**src/rtl/valid_alloc_pkg.sv**
```systemverilog
// Shared definitions for the valid-way allocator: FSM state encoding and
// the one-hot seed used when turning a way index into a one-hot select.
package valid_alloc_pkg;

  typedef enum logic [2:0] {
    ST_IDLE   = 3'd0,
    ST_READ   = 3'd1,
    ST_SAMPLE = 3'd2,
    ST_RESP   = 3'd3,
    ST_COMMIT = 3'd4
  } alloc_state_e;

  localparam int unsigned STATE_W     = 3;
  localparam logic        ONEHOT_SEED = 1'b1;

endpackage

```
**src/rtl/find_first_zero_onehot.sv**
```systemverilog
// Combinational picker: one-hot of the lowest-index zero bit of vec_in,
// plus a flag when every bit is set (onehot_out is then all zeros).
module find_first_zero_onehot #(
  parameter int WIDTH = 16
) (
  input  logic [WIDTH-1:0] vec_in,
  output logic [WIDTH-1:0] onehot_out,
  output logic             all_ones_out
);

  logic [WIDTH-1:0] inverted;

  // Isolate the lowest set bit of the inverted vector (x & -x).
  assign inverted     = ~vec_in;
  assign onehot_out   = inverted & (~inverted + 1'b1);
  assign all_ones_out = &vec_in;

endmodule

```
**src/rtl/valid_way_allocator.sv**
```systemverilog
// Set-allocation front end for the per-way valid array: read a set, pick the
// lowest invalid way or a round-robin victim, return it, then mark it valid.
// Optional stats counters are built when VALID_ALLOC_STATS_EN is defined.
module valid_way_allocator
  import valid_alloc_pkg::*;
#(
  parameter int NUMBER_SET            = 64,
  parameter int NUMBER_WAY            = 16,
  parameter int SET_PTR_WIDTH_IN_BITS = $clog2(NUMBER_SET),
  parameter int WAY_PTR_WIDTH_IN_BITS = $clog2(NUMBER_WAY)
) (
  input  logic                             clk_in,
  input  logic                             reset_in,
  input  logic                             alloc_req_valid_in,
  input  logic [SET_PTR_WIDTH_IN_BITS-1:0] alloc_req_set_in,
  output logic                             alloc_req_ready_out,
  output logic                             alloc_resp_valid_out,
  output logic [NUMBER_WAY-1:0]            alloc_resp_way_out,
  output logic                             alloc_resp_evict_out,
  input  logic                             alloc_resp_ready_in,
  output logic                             array_access_en_out,
  output logic [SET_PTR_WIDTH_IN_BITS-1:0] array_access_set_addr_out,
  output logic                             array_write_en_out,
  output logic [NUMBER_WAY-1:0]            array_write_way_select_out,
  input  logic [NUMBER_WAY-1:0]            array_read_set_valid_in,
`ifdef VALID_ALLOC_STATS_EN
  output logic [31:0]                      alloc_count_out,
  output logic [31:0]                      evict_count_out,
`endif
  output alloc_state_e                     fsm_state
);

  // Handshakes: a transfer happens on a rising edge where valid and ready are
  // both 1; the sender holds its payload steady while valid is 1 and ready 0.

  alloc_state_e state_q, state_d;

  logic [SET_PTR_WIDTH_IN_BITS-1:0] set_q;
  logic [NUMBER_WAY-1:0]            way_q;
  logic                             evict_q;
  logic [WAY_PTR_WIDTH_IN_BITS-1:0] rr_ptr_q [NUMBER_SET];

  logic [WAY_PTR_WIDTH_IN_BITS-1:0] rr_cur;
  logic [WAY_PTR_WIDTH_IN_BITS-1:0] rr_next;
  logic [NUMBER_WAY-1:0]            rr_onehot;
  logic [NUMBER_WAY-1:0]            free_onehot;
  logic                             set_full;

  find_first_zero_onehot #(
    .WIDTH(NUMBER_WAY)
  ) u_ffz (
    .vec_in      (array_read_set_valid_in),
    .onehot_out  (free_onehot),
    .all_ones_out(set_full)
  );

  assign rr_cur    = rr_ptr_q[set_q];
  assign rr_onehot = {{(NUMBER_WAY-1){1'b0}}, ONEHOT_SEED} << rr_cur;
  assign rr_next   = (rr_cur == WAY_PTR_WIDTH_IN_BITS'(NUMBER_WAY - 1))
                     ? '0 : rr_cur + 1'b1;
  assign fsm_state = state_q;

  always_ff @(posedge clk_in or posedge reset_in) begin
    if (reset_in) begin
      state_q <= ST_IDLE;
    end else begin
      state_q <= state_d;
    end
  end

  always_comb begin
    state_d                    = state_q;
    alloc_req_ready_out        = 1'b0;
    alloc_resp_valid_out       = 1'b0;
    alloc_resp_way_out         = '0;
    alloc_resp_evict_out       = 1'b0;
    array_access_en_out        = 1'b0;
    array_access_set_addr_out  = '0;
    array_write_en_out         = 1'b0;
    array_write_way_select_out = '0;
    case (state_q)
      ST_IDLE: begin
        alloc_req_ready_out = 1'b1;
        if (alloc_req_valid_in) state_d = ST_READ;
      end
      ST_READ: begin
        // All ways selected; the array gates the read per way itself.
        array_access_en_out        = 1'b1;
        array_access_set_addr_out  = set_q;
        array_write_way_select_out = '1;
        state_d                    = ST_SAMPLE;
      end
      ST_SAMPLE: begin
        state_d = ST_RESP;
      end
      ST_RESP: begin
        alloc_resp_valid_out = 1'b1;
        alloc_resp_way_out   = way_q;
        alloc_resp_evict_out = evict_q;
        if (alloc_resp_ready_in) state_d = ST_COMMIT;
      end
      ST_COMMIT: begin
        array_access_en_out        = 1'b1;
        array_access_set_addr_out  = set_q;
        array_write_en_out         = 1'b1;
        array_write_way_select_out = way_q;
        state_d                    = ST_IDLE;
      end
      default: state_d = ST_IDLE;
    endcase
  end

  always_ff @(posedge clk_in or posedge reset_in) begin
    if (reset_in) begin
      set_q   <= '0;
      way_q   <= '0;
      evict_q <= 1'b0;
    end else begin
      if (state_q == ST_IDLE && alloc_req_valid_in) set_q <= alloc_req_set_in;
      if (state_q == ST_SAMPLE) begin
        way_q   <= set_full ? rr_onehot : free_onehot;
        evict_q <= set_full;
      end
    end
  end

  // Victim pointer advances only when a full set actually loses a way.
  always_ff @(posedge clk_in or posedge reset_in) begin
    if (reset_in) begin
      for (int i = 0; i < NUMBER_SET; i++) rr_ptr_q[i] <= '0;
    end else if (state_q == ST_COMMIT && evict_q) begin
      rr_ptr_q[set_q] <= rr_next;
    end
  end

`ifdef VALID_ALLOC_STATS_EN
  always_ff @(posedge clk_in or posedge reset_in) begin
    if (reset_in) begin
      alloc_count_out <= '0;
      evict_count_out <= '0;
    end else if (state_q == ST_COMMIT) begin
      if (alloc_count_out != '1) alloc_count_out <= alloc_count_out + 1'b1;
      if (evict_q && evict_count_out != '1) evict_count_out <= evict_count_out + 1'b1;
    end
  end
`endif

endmodule

```
**config.mk**
```make
export PLATFORM = sky130hd
export DESIGN_NAME = valid_way_allocator
export DESIGN_NICKNAME = d
export VERILOG_FILES = /design/src/rtl/valid_alloc_pkg.sv /design/src/rtl/find_first_zero_onehot.sv /design/src/rtl/valid_way_allocator.sv
export SDC_FILE = /design/constraint.sdc
export NUM_CORES = 1
export LEC_CHECK = 0
export BUFFER_PORTS_ARGS = -buffer_cell sky130_fd_sc_hd__buf_2
export CAP_MARGIN = 10
export CORE_MARGIN = 5
export CORE_UTILIZATION = 60
export DETAILED_ROUTE_END_ITERATION = 10
export PLACE_DENSITY = 0.86
export SLEW_MARGIN = 20
export SYNTH_ARGS = -nofsm -noshare
export SYNTH_HDL_FRONTEND = slang
export SYNTH_SLANG_ARGS = --single-unit
```
**constraint.sdc**
```tcl
create_clock -name clk_in -period 19.9 [get_ports clk_in]
set_input_delay 5.97 -clock clk_in [delete_from_list [all_inputs] [get_ports clk_in]]
set_output_delay 5.97 -clock clk_in [all_outputs]
set_load 0.01 [all_outputs]
```
==> impl_metrics.ini <==
[worst_setup_path]
criticalPathCategory = reg -> out
slowest_delay_ns = 0.84
r2r-end = rr_ptr_q[55]
cp.arrival_ns = 2.51
critical_path_required_ns = 13.93
crit_path_top_delay_cell = nor3b_2
cp_max_fo = 17
r2r_setup_slack_ns = 14.29
critPathTopFamily = simple AND/OR/NAND/NOR gates
crit_path_start_kind = flop
r2r_start = set_q[0]
cp_cell_sequence = nor3b_2 > nor2_1 > nor2b_1 > buf_2
critPathBufInv = 1
path_depth = 4
rr_worst_depth = 12
end_kind = output pin

[synthesis]
yosys_most_used_dff = dfrtp_1
synth_cell_types = 62
synth_warnings = 0
synth_seq_area_share = 0.511
synth_seq_cells = 282
syn_area_um2 = 13800
synth_edf_count = 0
synthTopCellsByArea = dfrtp_1 51%, mux2_2 17%, mux4_2 5.2%
syn_inst = 1145
synthDominantCellAreaShare = 0.511
synthArstFlopShare = 1.00
synth_top_area_cell = dfrtp_1
syn_nets = 1176
synth_area_per_cell_um2 = 12.1

[clock_tree]
htree_levels = 1
clock_tree.root_cell = clkbuf_16
cts_setup_buffers = 0
path_clk_slew_ns = 0.06
hold_buffers = 0
ctsResizeCount = 0
cts_buffer_depth = 3
clk-insertion-delay-late_ns = 0.54
cts.sinks = 282
tritoncts = built
numCtsBuffers = 29

[timing]
hold_viol_final = 0
rsz0062_at_grt = false
tns_ns = 0
slew_headroom = 0.139
post-route-period-util = 0.426
finalSetupViolCount = 0
hold_slack_ns = 0.473
worstMarginPinSlew_ns = 1.29
timing.fmax_mhz = 118
finClkSkew_ns = 0.00942
drv_slew = 0
min_period_ns = 8.48

[place]
place_inst = 1433
place_congestion = 0.870
port_buffers = 71
hpwl_um = 21600

[drt]
drt_iter0_drc = 1146
ant_nets = 0
dr.pass1.iters = 5
drt-wirelength-per-cell_um = 23.4
vias = 10000
drc_errors = 0
wirelength_um = 34600
via_per_inst = 6.77

[global_routing]
first_global_vias = 10200
grt_first_pass_wirelength_um = 56200
overflow = 0
antenna_found_initial = 1
grt_max_degree = 170
grt_usage = 0.266

[layout]
final_nets = 1210
layout-area-overhead-vs-synth_pct = 9.61
nFillCells = 1570
seq_area_um2 = 7060
drive_gt1_frac = 0.322
final_cells = 1481
multi_input_area_um2 = 6310

[floorplanning]
core_area_um2 = 22600
die_area_um2 = 26100
fp.dieW_um = 162
die_y_um = 162
io_pins = 72
rows = 55
start_util = 0.610

[flow_run]
max_cap_violations = 0

[power]
p_leak_uw = 0.00724
finalPower_uw = 1670
peakVddDrop_mv = 0.0835
powerDensity_nw_per_um2 = 110

[min_path]
min_path_type = reg -> reg
min-delay-start = rr_ptr_q[7]
worstHoldEndpoint = rr_ptr_q[7]
min_path_cells = 2

[outcome]
status = completed
==> cell families (layout without fill, tap and decap cells) <==
logic type | after synthesis | after routing | share of synthesized area
other | 0 | 1 | 0
AOI/OAI and AO/OA | 206 | 206 | 0.113
and+or+nand+nor | 292 | 292 | 0.0991
DFF | 282 | 282 | 0.511
muxes | 260 | 260 | 0.236
adders and majority gates | 5 | 5 | 0.00453
buffers and inverters | 100 | 150 | 0.0356
==> per-layer routing <==
metal / GRT usage / routed length [µm] / vias to the layer above
met2: 0.427 / 16400 / 537
met5: 0 / 0 / -
met1: 0.361 / 13700 / 5070
met4: 0.0977 / 1310 / 0
met3: 0.0606 / 3240 / 116
li1: - / - / 4301
==> report_power, final <==
part           switching (µW)  internal [µW]  total, µW  leakage, µW
clock                     211            284        495     0.000416
sequential               42.0            592        634      0.00391
combinational             382            160        541      0.00292
==> stage by stage <==
stage          setup slack [ns]  instance area, µm²  utilization
6_report                  11.42               15100        0.668
5_1_grt                   11.19               15100        0.668
4_1_cts                   11.29               15100        0.667
3_5_place_dp              11.79               14300        0.630
3_3_place_gp              11.81               14300        0.630
2_1_floorplan              6.15               13800            -
==> synthesized netlist by cell type, types with 3 or more instances <==
cell type	instances
a31oi_1	12
mux2i_1	21
and3_1	7
o22ai_1	8
nor3_1	9
nand4_1	8
mux4_2	32
nand3b_1	3
o21ai_0	16
a41oi_1	6
nor3b_1	8
nand3_1	10
inv_1	17
o31ai_1	60
and2_1	21
mux2_2	207
a32oi_1	4
o31ai_2	5
nor2_1	32
dfrtp_1	282
nor2b_1	7
clkbuf_1	35
buf_2	30
a21oi_1	13
o2bb2ai_1	3
a221oi_1	12
nand2_1	162
a211oi_1	3
buf_6	10
o211ai_1	4
a221o_1	3
a21o_1	21
buf_1	6
or2_2	3
nand2b_1	4
ha_1	5
a22oi_1	17
and3b_1	6
==> flip-flops by register name, indices dropped and copies added (netlist names) <==
register and flops:
evict_q 1, fsm_state 3, rr_ptr_q 256, set_q 6, way_q 16
==> area by class of cell <==
cell class	instances	area share
flip-flops and latches	282	0.467
multi-input cells	763	0.417
clock buffers	43	0.0547
repair buffers	85	0.0313
well taps	285	0.0236
inverters	18	0.00496
clock inverters	4	0.00174
diodes	1	0.000165
==> worst reg2reg max path, stage by stage, from the launching register on <==
cell and delay, ns:
dfrtp_4 0.59, buf_4 0.76, nor2_1 0.26, buf_4 0.28, a221oi_1 0.34, nor3_1 0.11
or4_1 0.53, or4_1 0.75, ha_1 0.43, nand4b_1 0.23, o2111a_2 0.44, buf_4 0.40
o31ai_1 0.38
==> how the worst max path moves through the flow <==
stage	start	endpoint
after floorplan	reset_in	evict_q
after global placement	array_read_set_valid_in[0]	way_q[10]
after detailed placement	array_read_set_valid_in[0]	way_q[0]
after CTS	fsm_state[1]	array_access_set_addr_out[2]
after global routing	fsm_state[0]	array_access_set_addr_out[1]
final	fsm_state[0]	array_access_set_addr_out[5]
==> cells in the final DEF (no fill, tap or decap), types with 12 or more instances in the layout <==
| cell type | count |
|---|---|
| mux2_2 | 207 |
| nor2_1 | 31 |
| nand2_1 | 162 |
| buf_4 | 13 |
| dfrtp_1 | 279 |
| o31ai_1 | 60 |
| mux2i_1 | 21 |
| a22oi_1 | 17 |
| o21ai_0 | 16 |
| buf_2 | 71 |
| a221oi_1 | 12 |
| inv_1 | 16 |
| a21o_1 | 21 |
| mux4_2 | 32 |
| clkbuf_16 | 29 |
| a31oi_1 | 12 |
| a21oi_1 | 13 |
| and2_1 | 21 |
Note: power is estimated with default switching activity, not from simulation.
